### src/rtl/mem_stage_memwb.sv
// MEM stage of the 16-bit pipeline: branch resolution, handshaked data-memory access
// with a watchdog, and the MEM/WB pipeline register feeding write-back.
module mem_stage_memwb #(
  parameter int DATA_W  = 16,
  parameter int REG_W   = 3,
  parameter int TIMEOUT = 15
) (
  input  logic              Clk,
  input  logic              Rst_n,
  input  logic              ValidIn,
  input  logic              ZeroIn,
  input  logic [1:0]        WBIn,
  input  logic [2:0]        MIn,
  input  logic [DATA_W-1:0] PcAddIn,
  input  logic [DATA_W-1:0] AluOutIn,
  input  logic [DATA_W-1:0] ReadData2In,
  input  logic [REG_W-1:0]  TRegIn,
  output logic              PCSrc,
  output logic [DATA_W-1:0] BranchTarget,
  output logic              Stall,
  output logic              MemReq,
  output logic              MemWe,
  output logic [DATA_W-1:0] MemAddr,
  output logic [DATA_W-1:0] MemWData,
  input  logic              MemReady,
  input  logic [DATA_W-1:0] MemRData,
  output logic              MemErr,
  output logic              ValidOut,
  output logic [1:0]        WBOut,
  output logic [DATA_W-1:0] ReadDataOut,
  output logic [DATA_W-1:0] AluOutOut,
  output logic [REG_W-1:0]  TRegOut
);

  localparam int CNT_W = (TIMEOUT > 1) ? $clog2(TIMEOUT + 1) : 1;

  typedef enum logic {IDLE, ACCESS} state_t;

  state_t              stateQ, stateD;
  logic [CNT_W-1:0]    countQ, countD;
  logic                memReqQ, memReqD;
  logic                memWeQ, memWeD;
  logic [DATA_W-1:0]   memAddrQ, memAddrD;
  logic [DATA_W-1:0]   memWDataQ, memWDataD;
  logic                memErrQ, memErrD;
  logic                validQ, validD;
  logic [1:0]          wbQ, wbD;
  logic [DATA_W-1:0]   readDataQ, readDataD;
  logic [DATA_W-1:0]   aluQ, aluD;
  logic [REG_W-1:0]    tRegQ, tRegD;

  logic memOp;
  logic countLast;

  assign memOp        = ValidIn & (MIn[1] | MIn[0]);
  assign countLast    = (countQ == CNT_W'(TIMEOUT - 1));
  assign PCSrc        = ValidIn & MIn[2] & ZeroIn;
  assign BranchTarget = PcAddIn;

  // An aborting access releases the pipeline in the same cycle it gives up.
  always_comb begin
    Stall = 1'b0;
    if (stateQ == IDLE) begin
      Stall = memOp;
    end else begin
      Stall = ~MemReady & ~countLast;
    end
  end

  always_comb begin
    stateD    = stateQ;
    countD    = countQ;
    memReqD   = memReqQ;
    memWeD    = memWeQ;
    memAddrD  = memAddrQ;
    memWDataD = memWDataQ;
    memErrD   = memErrQ;
    validD    = 1'b0;
    wbD       = 2'b00;
    readDataD = '0;
    aluD      = AluOutIn;
    tRegD     = TRegIn;
    case (stateQ)
      IDLE: begin
        if (memOp) begin
          stateD    = ACCESS;
          memReqD   = 1'b1;
          memWeD    = MIn[0];
          memAddrD  = AluOutIn;
          memWDataD = ReadData2In;
          countD    = '0;
        end else begin
          validD = ValidIn;
          wbD    = ValidIn ? WBIn : 2'b00;
        end
      end
      ACCESS: begin
        if (MemReady) begin
          validD    = 1'b1;
          wbD       = WBIn;
          readDataD = memWeQ ? '0 : MemRData;
          memReqD   = 1'b0;
          stateD    = IDLE;
        end else if (countLast) begin
          // Watchdog abort: the instruction retires but must not write back.
          memErrD = 1'b1;
          memReqD = 1'b0;
          validD  = 1'b1;
          stateD  = IDLE;
        end else if (countQ != '1) begin
          countD = countQ + CNT_W'(1);
        end
      end
      default: stateD = IDLE;
    endcase
  end

  always_ff @(posedge Clk or negedge Rst_n) begin
    if (!Rst_n) begin
      stateQ    <= IDLE;
      countQ    <= '0;
      memReqQ   <= 1'b0;
      memWeQ    <= 1'b0;
      memAddrQ  <= '0;
      memWDataQ <= '0;
      memErrQ   <= 1'b0;
      validQ    <= 1'b0;
      wbQ       <= 2'b00;
      readDataQ <= '0;
      aluQ      <= '0;
      tRegQ     <= '0;
    end else begin
      stateQ    <= stateD;
      countQ    <= countD;
      memReqQ   <= memReqD;
      memWeQ    <= memWeD;
      memAddrQ  <= memAddrD;
      memWDataQ <= memWDataD;
      memErrQ   <= memErrD;
      validQ    <= validD;
      wbQ       <= wbD;
      readDataQ <= readDataD;
      aluQ      <= aluD;
      tRegQ     <= tRegD;
    end
  end

  assign MemReq      = memReqQ;
  assign MemWe       = memWeQ;
  assign MemAddr     = memAddrQ;
  assign MemWData    = memWDataQ;
  assign MemErr      = memErrQ;
  assign ValidOut    = validQ;
  assign WBOut       = wbQ;
  assign ReadDataOut = readDataQ;
  assign AluOutOut   = aluQ;
  assign TRegOut     = tRegQ;

endmodule

### config.mk
export PLATFORM = sky130hd
export DESIGN_NAME = mem_stage_memwb
export DESIGN_NICKNAME = d
export VERILOG_FILES = /design/src/rtl/mem_stage_memwb.sv
export SDC_FILE = /design/constraint.sdc
export NUM_CORES = 1
export LEC_CHECK = 0
export BUFFER_PORTS_ARGS = -buffer_cell sky130_fd_sc_hd__buf_2
export CELL_PAD_IN_SITES_DETAIL_PLACEMENT = 0
export CELL_PAD_IN_SITES_GLOBAL_PLACEMENT = 2
export CORE_MARGIN = 1.5
export CORE_UTILIZATION = 29
export CTS_CLUSTER_SIZE = 30
export DETAILED_ROUTE_END_ITERATION = 12
export PLACE_DENSITY = 0.92
export RECOVER_POWER = 100
export SYNTH_ARGS = -nofsm -noshare
export SYNTH_HDL_FRONTEND = slang
export SYNTH_SLANG_ARGS = --single-unit
### constraint.sdc
create_clock -name Clk -period 3.6 [get_ports Clk]
set_clock_uncertainty 0.05 [all_clocks]
set_input_delay 0.36 -clock Clk [delete_from_list [all_inputs] [get_ports Clk]]
set_output_delay 0.36 -clock Clk [all_outputs]
set_load 0.02 [all_outputs]
# After elaboration in Yosys (flattened, before gate mapping)

Index checks and enable logic that the tools add are counted.

Register bits after elaboration: 78
Output and inout bits: 91
Word-level logic and storage cells: 57
Input bits: 77

Reduce and logical (&&, ||, !) cells: 4
Equality and inequality tests: 7
Add/sub/neg operators: 1
Bitwise operators: 8
Muxes and demuxes: 25

Operators with widths:

| kind                                                                     | count |
|---|---|
| 16-bit 2-to-1 mux                                                        | 3 |
| 4-bit 2-to-1 mux                                                         | 4 |
| 1-bit 2-to-1 mux                                                         | 10 |
| 4-bit one-hot mux with 2 select lines                                    | 1 |
| 2-bit 2-to-1 mux                                                         | 3 |
| 2-bit inequality test (second input constant)                            | 3 |
| 1-bit one-hot mux with 2 select lines                                    | 3 |
| 4-bit by 1-bit adder with 4-bit output (second input constant)           | 1 |
| 1-bit bitwise AND                                                        | 4 |
| 4-bit equality test (second input constant)                              | 1 |
| 4-bit inequality test (second input constant)                            | 1 |
| 2-bit one-hot mux with 2 select lines                                    | 1 |
| 2-bit AND reduction                                                      | 2 |
| 4-bit AND reduction                                                      | 1 |
| 3-bit by 2-bit inequality test with 1-bit output (second input constant) | 1 |
| 1-bit inverter                                                           | 3 |
| 3-bit AND reduction                                                      | 1 |
| 2-bit by 1-bit inequality test with 1-bit output (second input constant) | 1 |
| 1-bit OR                                                                 | 1 |

# Depth between registers and ports, before layout

Gate-level depths: netlist (run 1).

Depth in word-level cells: 5
Gate-level depth with buffers: 6
Depth with buffers taken out: 6

# Worst setup path after synthesis (run 1)

No wires, ideal clock.

Path type: register -> output
Start point: register stateQ
End point: output Stall
Cell stages (with the launch flop): 6
Buffers on the path: 2
Slack: 1.938 ns
Required time: 3.190 ns
Arrival: 1.252 ns
Path through: dfrtp_1 -> nor2b_2 -> nor2b_4 -> buf_6 -> buf_8 -> o21bai_1

Cells in the longest elaborated chain, start to end: 1

Ends and longest elaborated chain:

| item                   | RTL line | text |
|---|---|---|
| start, declared        | 39       | `state_t stateQ, stateD;` |
| start signal, assigned | 133      | `stateQ <= stateD;` |
| 1-bit 2-to-1 mux       | 63       | `if (stateQ == IDLE) begin` |
| end, declared          | 20       | `output logic Stall,` |

Every way passes these cells.

# Final worst setup path (run 1)

Ends and elaborated chain as after synthesis.

==> results of run 1 <==
registers in the layout, summed over array words and instances, names as in the netlist:
name / cells
AluOutOut: 16
MemAddr: 16
MemErr: 1
MemReq: 1
MemWData: 16
MemWe: 1
ReadDataOut: 16
TRegOut: 3
ValidOut: 1
WBOut: 2
countQ: 4
stateQ: 1
final cells by class:
| type | instances | area [um2] |
|---|---|---|
| clock inverter | 4 | 77.6 |
| inverter | 3 | 11.3 |
| multi-input combinational | 86 | 703 |
| sequential | 78 | 1950 |
| fill | 1009 | 6210 |
| clock buffer | 12 | 165 |
| tap | 133 | 166 |
| timing repair buffer | 136 | 577 |
cell usage after synthesis, drive strengths merged:
| cell type | count |
|---|---|
| o2bb2ai | 3 |
| ha | 2 |
| nor2b | 2 |
| nand3 | 2 |
| mux2 | 32 |
| nand2 | 5 |
| nor2 | 5 |
| nor3 | 2 |
| clkbuf | 1 |
| and2 | 18 |
| or4 | 1 |
| inv | 3 |
| o21bai | 2 |
| dfrtp | 78 |
| a22o | 1 |
| a21o | 1 |
| a21oi | 2 |
| or2b | 1 |
| and3 | 3 |
| buf | 20 |
| o21a | 1 |
| o21ai | 3 |
power by group:
group	switching, mW	internal [mW]	leakage, nW	total, mW
combinational	0.318	0.166	0.577	0.484
sequential	0.0872	1.01	0.959	1.10
clock	0.323	0.450	0.123	0.773
cells by family after synthesis:
family / share of synthesized area [%]
and+or+nand+nor: 8.01
adders and majority gates: 0.843
muxes: 15.6
buffers and inverters: 6.79
AOI/OAI and AO/OA: 3.04
DFF: 65.8
cells in the final DEF (no fill, tap or decap), types with 3 or more instances in the layout:
cell type | netlist | routed
and2_0 | 0 | 14
nand2_1 | 5 | 5
and2_1 | 18 | 4
o21ai_0 | 0 | 3
nor2_1 | 4 | 4
mux2_1 | 0 | 25
mux2_2 | 5 | 7
dfrtp_1 | 78 | 78
clkbuf_1 | 1 | 85
buf_2 | 0 | 49
clkbuf_8 | 0 | 12
o2bb2ai_1 | 3 | 3
stage by stage:
stage | instance area [um2] | total power, mW
2_1_floorplan | 2970 | 1.52
3_3_place_gp | 3630 | 1.70
3_5_place_dp | 3630 | 1.72
4_1_cts | 3870 | 2.50
5_1_grt | 3650 | 2.48
6_report | 3650 | 2.36
worst max-delay path by stage:
stage	from	endpoint	slack, ns
after global routing	stateQ	Stall	1.02
after floorplan	stateQ	Stall	1.94
after CTS	stateQ	Stall	1.50
final	stateQ	Stall	1.21
after global placement	ValidIn	MemAddr[13]	1.59
after detailed placement	ValidIn	MemAddr[11]	1.52
layer usage:
layer | global-route usage [%] | share of wire [%] | vias up
li1 | - | - | 866
met1 | 14.8 | 45 | 909
met2 | 18.7 | 45 | 101
met3 | 5.58 | 8.5 | 10
met4 | 4.76 | 1.5 | 0
met5 | 0 | 0 | -
==> results, run 1 <==
- Counting stages on the worst path, the most repeated cell is nor2b_1.
- The terminus of the critical flop-to-flop path is countQ[0].
- The startpoint of the tightest hold check path is TRegIn[2].
- The initialized floorplan defines 36 standard-cell rows.
- Dividing the synthesized area by the synthesized cell count gives between 15 and 20 um2.
- The cell with the biggest individual delay on the critical path is nor2b_1.
- The core utilization of the finished layout is between 30% and 40%.
- The root buffer cell is clkbuf_8.
- Prior to clock tree synthesis, the placed netlist has a worst setup slack of 1.52 ns.
- In the post-route analysis, the smallest setup slack over all paths is approximately 1.2 ns.
- The number of DRC markers after the initial detailed-route iteration is 37.
- The remaining number of nets flagged by the antenna check after routing is 0.
- The H-tree depth is 3.
- The instance count after placement with tap cells included is approximately 440.
- The clock net in this run drives a total of between 70 and 80 sinks.
- In this run the tool buffered the top-level ports with ~140 buffer cells.
- The leakage power of the design is about 1.7 nW.
- The relative slew slack is -24.9%.
- In the routed layout, each cell is associated on average with a via count of between 4 and 5.
- The worst path in the final design needs a cycle of about 2.4 ns, including I/O delays and setup.
- In this design, the stage delay of the slowest critical-path cell is 0.50 ns.
- The startpoint identified for the worst register-to-register timing path is stateQ.
- The number of pins exceeding their max-slew limit in the final report is about 80.
- The synthesized netlist occupies a cell area of roughly 0.0030 mm2.
- TritonCTS built the clock tree.
- The first-pass GRT wire length is slightly above 10000 um.
- The period utilization is 66.4%.
- The latest clock arrival within the worst-skew pair is 0.34 ns.
- In this run, post-CTS repair resized a total of 0 instances.
- The number of different library cells used by synthesis comes to 30.
- In the final routed layout, each cell accounts on average for around 14 um.
- The iteration count of the initial detailed-routing pass is 3.
- In the global route stage, overall resource usage came out at 12.1%.
- The synthesis warning total is 0.
- roughly 170 I/O pins were placed.
- The number of antenna cells inserted is 0.
- The flow ran to the end, but the final reports show violations.
- The number of cells produced by synthesis is ~190.
- The worst setup path is of the register to output pin kind.
- The category of the worst setup path capture point is an output pin.
- The setup TNS after final layout is 0 ns.
- The number of clock buffers inserted by TritonCTS is 9.
- Cells with a size suffix above 1 make up between 20% and 30% of the layout.
- The number of setup buffers added after CTS is 0.
- The worst reg2reg path depth is 5.
- The min-delay analysis places its worst path in the category input pin to register.
- The count of hold buffers inserted by post-cts repair is 0.
- Setup repair after global routing left no endpoint under its margin.
- In this run the register-to-register setup slack is 1.32 ns.
- The checks that failed: max-capacitance violations, max-slew violations.
- Routability-driven placement finished with a final weighted congestion of between 0.7 and 0.8.
- Along the worst hold path, the cell count comes to 1.
- The worst ir drop on vdd is between 150 and 200 uV.
- After the last flow step, the layout net total stands at slightly below 400.
- Data on the critical path arrives at its endpoint at 1.98 ns.
- The share of the Yosys chip area taken by registers is approximately 66%.
- For hold timing, the worst endpoint is TRegOut[2].
- The number of vias in the routed layout is roughly 1900.
- The number of buffers and inverters on the critical path is 1.
- The count of max-cap constraint violations is 1.
- Compared with the post-synthesis result, the final layout area differs by 23.1%.
- Based on the critical path, the design can be clocked at up to around 0.42 GHz.
- For this run the aggregate overflow at the end of global routing stands at 0.
- After legalization and detailed placement, the total HPWL measured around 4500 um.
- The worst setup path is launched from a register.
- In this design, the largest share of critical-path delay is due to simple AND/OR/NAND/NOR gates.
- The final cell count without fillers is ~450.
- The number of remaining DRC errors is 0.
- The share of synthesized area in the top cell type comes to 65.8%.
- The number of hold violations in the final report is 0.
- The number of global-route vias before repair is ~2000.
- The pin slew with the least headroom to its limit is around 1.9 ns.
- The worst hold margin is 0.0573 ns.
- The number of antenna violations at the first check in global routing came to 0.
- The die footprint is between 0.01 and 0.015 mm2.
- From left edge to right edge, the die measures 104 um.
- Clock-pin slew was measured on the worst setup and hold paths at 0.09 ns.
- Entering global routing, the biggest net connects between 70 and 80 pins.
- The floorplan step set the die height to 104 um.
- The area of the core region is 0.00986 mm2.
- The starting density of the core is a little under a third.
- Setup violations remaining at the end of the flow were counted as 0.
- The cell type with the highest aggregate area in the netlist is dfrtp_1.
- The number of buffers on the longest clock path is 2.
- The signal on the critical path passes through nor2b_1 > nor2b_1 > o21bai_1 > clkbuf_1.
- Synthesis inferred just under 80 register bits.
- The net count after synthesis is around 270.
- In this run the worst path has a maximum fanout of 6.
- The required time at the endpoint of the critical path is 3.19 ns.
- The total detailed-routing wirelength is 6290 um.
- After synthesis, the cell types taking the most area are dfrtp_1, mux2_4, buf_4, and2_1, mux2_2.
- The power per cell area is roughly 650 mW/mm2.
- The number of logic stages on the critical path including buffering is 4.
Power figures use the tool's default switching activity.
==> run 2, diff against run 1 <==
Settings changed: CORE_UTILIZATION 29 to 27, PLACE_DENSITY 0.92 to 0.87.
Clock period 3.6 ns to 2.2 ns, I/O delays scaled along.
==> run 2 against run 1 <==
Compared with the run above: the run still ends with max-capacitance violations, max-slew violations left; sequential power grew 63%; critical path depth grew 1; worst setup slack lost 1.0 ns; via count grew 3.9%; combinational power grew 71%; cell area grew 6.1%; largest power group unchanged.
==> results, run 2 (synthesized netlist as in run 1, its figures left out) <==
- The power per cell area is 955 mW/mm2 (was 646 mW/mm2).
- The number of clock buffers inserted by TritonCTS is 9 (unchanged).
- The top layer used by detailed routing is met4 (unchanged).
- The overall power consumption is 3.70 mW (was 2.36 mW).
- The number of vias in the routed layout came to 1959 (was 1886).
- The category of the worst setup path capture point is an output pin (unchanged).
- The total detailed-routing wirelength is 6290 um (about the same).
- The most common cell after layout, fill and taps aside is clkbuf_1 (unchanged).
- The global placer's final weighted congestion is 0.688 (was 0.741).
- The routed design could run at a clock period as short as between 2 and 2.5 ns.
- The final cell area excluding filler cells is 0.00387 mm2 (was 0.00365 mm2).
- The root buffer cell is clkbuf_8 (unchanged).
- The layout overhead on the synthesized area came to 30.6% (was 23.1%).
- The largest fanout of any net on the critical path was 20 (was 6).
- The type of the worst min-delay path is input pin to register (unchanged).
- The required time at the endpoint of the critical path came to 1.93 ns (was 3.19 ns).
- The worst setup slack after layout is 0.185 ns (was 1.21 ns).
- The post-place setup slack is 0.542 ns (was 1.52 ns).
- The H-tree depth is 3 (unchanged).
- The starting density of the core is 27.5% (was 30.1%).
- The first-pass GRT wire length is 9770 um (was 10200 um).
- The routed wire length on met2 is 2770 um (was 2810 um).
- The fraction of layout cells with a size suffix above 1 is 22.2% (was 24.5%).
- The leakage power of the design is 1.74 nW (was 1.66 nW).
- The worst hold margin is 0.0248 ns (was 0.0573 ns).
- The height of the chip came to 108 um (was 104 um).
- Highest-count cells in the layout ignoring fill and taps: clkbuf_1, dfrtp_1, buf_2 (unchanged).
- The total clock sinks was 78 (unchanged).
- The final setup violation count is 0 (unchanged).
- The area of the core region is 0.0108 mm2 (was 0.00986 mm2).
- The sort of element at the start of the critical path is a register (unchanged).
- The total global routing track utilization came to 11.2% (was 12.1%).
- The post-detailed-placement half-perimeter wirelength is 4350 um (was 4480 um).
- The average wire length per cell after detail routing is 13.0 um (was 13.9 um).
- The period utilization is about nine tenths.
- The floorplan row count came to 38 (was 36).
- The worst ir drop on vdd is 345 uV (was 192 uV).
- The number of nets in the layout is 417 (was 393).
- The latest clock arrival within the worst-skew pair came to 0.35 ns (was 0.34 ns).
- Setup repair after global routing missed its margin: no (unchanged).
- The die footprint is 0.0116 mm2 (was 0.0109 mm2).
- The clock-pin slew on the worst setup and hold paths is 0.08 ns (was 0.09 ns).
- The number of DRC markers after the initial detailed-route iteration is 75 (was 37).
- The number of remaining DRC errors is 0 (unchanged).
- The pin slew with the least headroom to its limit is 1.90 ns (was 1.87 ns).
- The remaining number of nets flagged by the antenna check after routing is 0 (unchanged).
- The mean number of vias per cell is 4.06 (was 4.17).
- The width of the die is 108 um (was 104 um).
- The number of pins exceeding their max-slew limit in the final report is 79 (unchanged).
- The number of antenna cells inserted was 0 (unchanged).
- The total of cells resized after clock tree synthesis is 0 (unchanged).
- The relative slew slack was -26.6% (was -24.9%).
- The area after detailed placement is 0.00366 mm2 (was 0.00363 mm2).
- The wire length on met1 is 2820 um (was 2840 um).
- Violated checks: max-capacitance violations, max-slew violations (unchanged).
- The quantity of I/O buffers inserted on ports is 135 (unchanged).
- The reg-to-reg setup timing slack was 0.33 ns (was 1.32 ns).
- The total length of routed met3 wires is 598 um (was 535 um).
- The number of buffers on the longest clock path is 2 (unchanged).
- The boundary pin count was 168 (unchanged).
- The number of hold violations in the final report came to 0 (unchanged).
- The number of global-route vias before repair is 2018 (was 1984).
- The final global-route overflow total is 0 (unchanged).
- The largest net degree at the start of global routing is 79 (unchanged).
- For this run, the top clock speed supported by timing is about 0.50 GHz.
- The clock tree from TritonCTS is yes (unchanged).
- The critical path arrival came to 1.75 ns (was 1.98 ns).
- The kind of critical path is register to output pin (unchanged).
- The number of antenna violations at the first check in global routing is 0 (unchanged).
- The iteration count of the initial detailed-routing pass is 4 (was 3).
- The count of max-cap constraint violations is 1 (unchanged).
- Outcome: complete, but fails checks (unchanged).
- The setup TNS after final layout is 0 ns (unchanged).
[run 2: layout make-up]
class	count	area [um2]
fill	1139	6920
sequential	78	1950
timing repair buffer	160	821
multi-input combinational	86	716
tap	140	175
clock buffer	11	141
clock inverter	5	58.8
inverter	3	11.3
[run 2: worst paths after layout]
check,start,to,depth (start not counted)
worst max-delay path,stateQ,Stall,5
worst min-delay path,MemRData[0],ReadDataOut[0],2
worst max register to register,countQ[0],countQ[0],6
worst min register to register,MemErr,MemErr,1
max in group asynchronous,Rst_n,AluOutOut[6],1
min in group asynchronous,Rst_n,TRegOut[0],1
[run 2: repair_timing]
| item | 4_1_cts | 5_1_grt |
|---|---|---|
| setup buffers | 0 | 0 |
| endpoints found under the hold margin | 23 | 0 |
| endpoints found under the setup margin | 0 | 0 |
| hold buffers | 23 | 0 |
[run 2: stage by stage]
stage          utilization, %  std cells
2_1_floorplan               -        188
3_3_place_gp             33.9        444
3_5_place_dp             33.9        444
4_1_cts                  37.9        483
5_1_grt                  35.9        483
6_report                 35.9        483
[run 2: layer usage]
metal	up-vias	global-route usage (%)
li1	914	-
met1	939	13.9
met2	96	17.0
met3	10	3.93
met4	0	5.83
met5	-	0
[run 2: worst max-delay path: stages (launching register included)]
cell	delay, ns
dfrtp_1	0.43
nor2b_2	0.19
nor2b_4	0.20
buf_12	0.17
o21bai_1	0.15
clkbuf_1	0.25
[run 2: report_power, final]
part / internal, mW / switching, mW
sequential: 1.66 / 0.134
combinational: 0.310 / 0.519
clock: 0.556 / 0.522
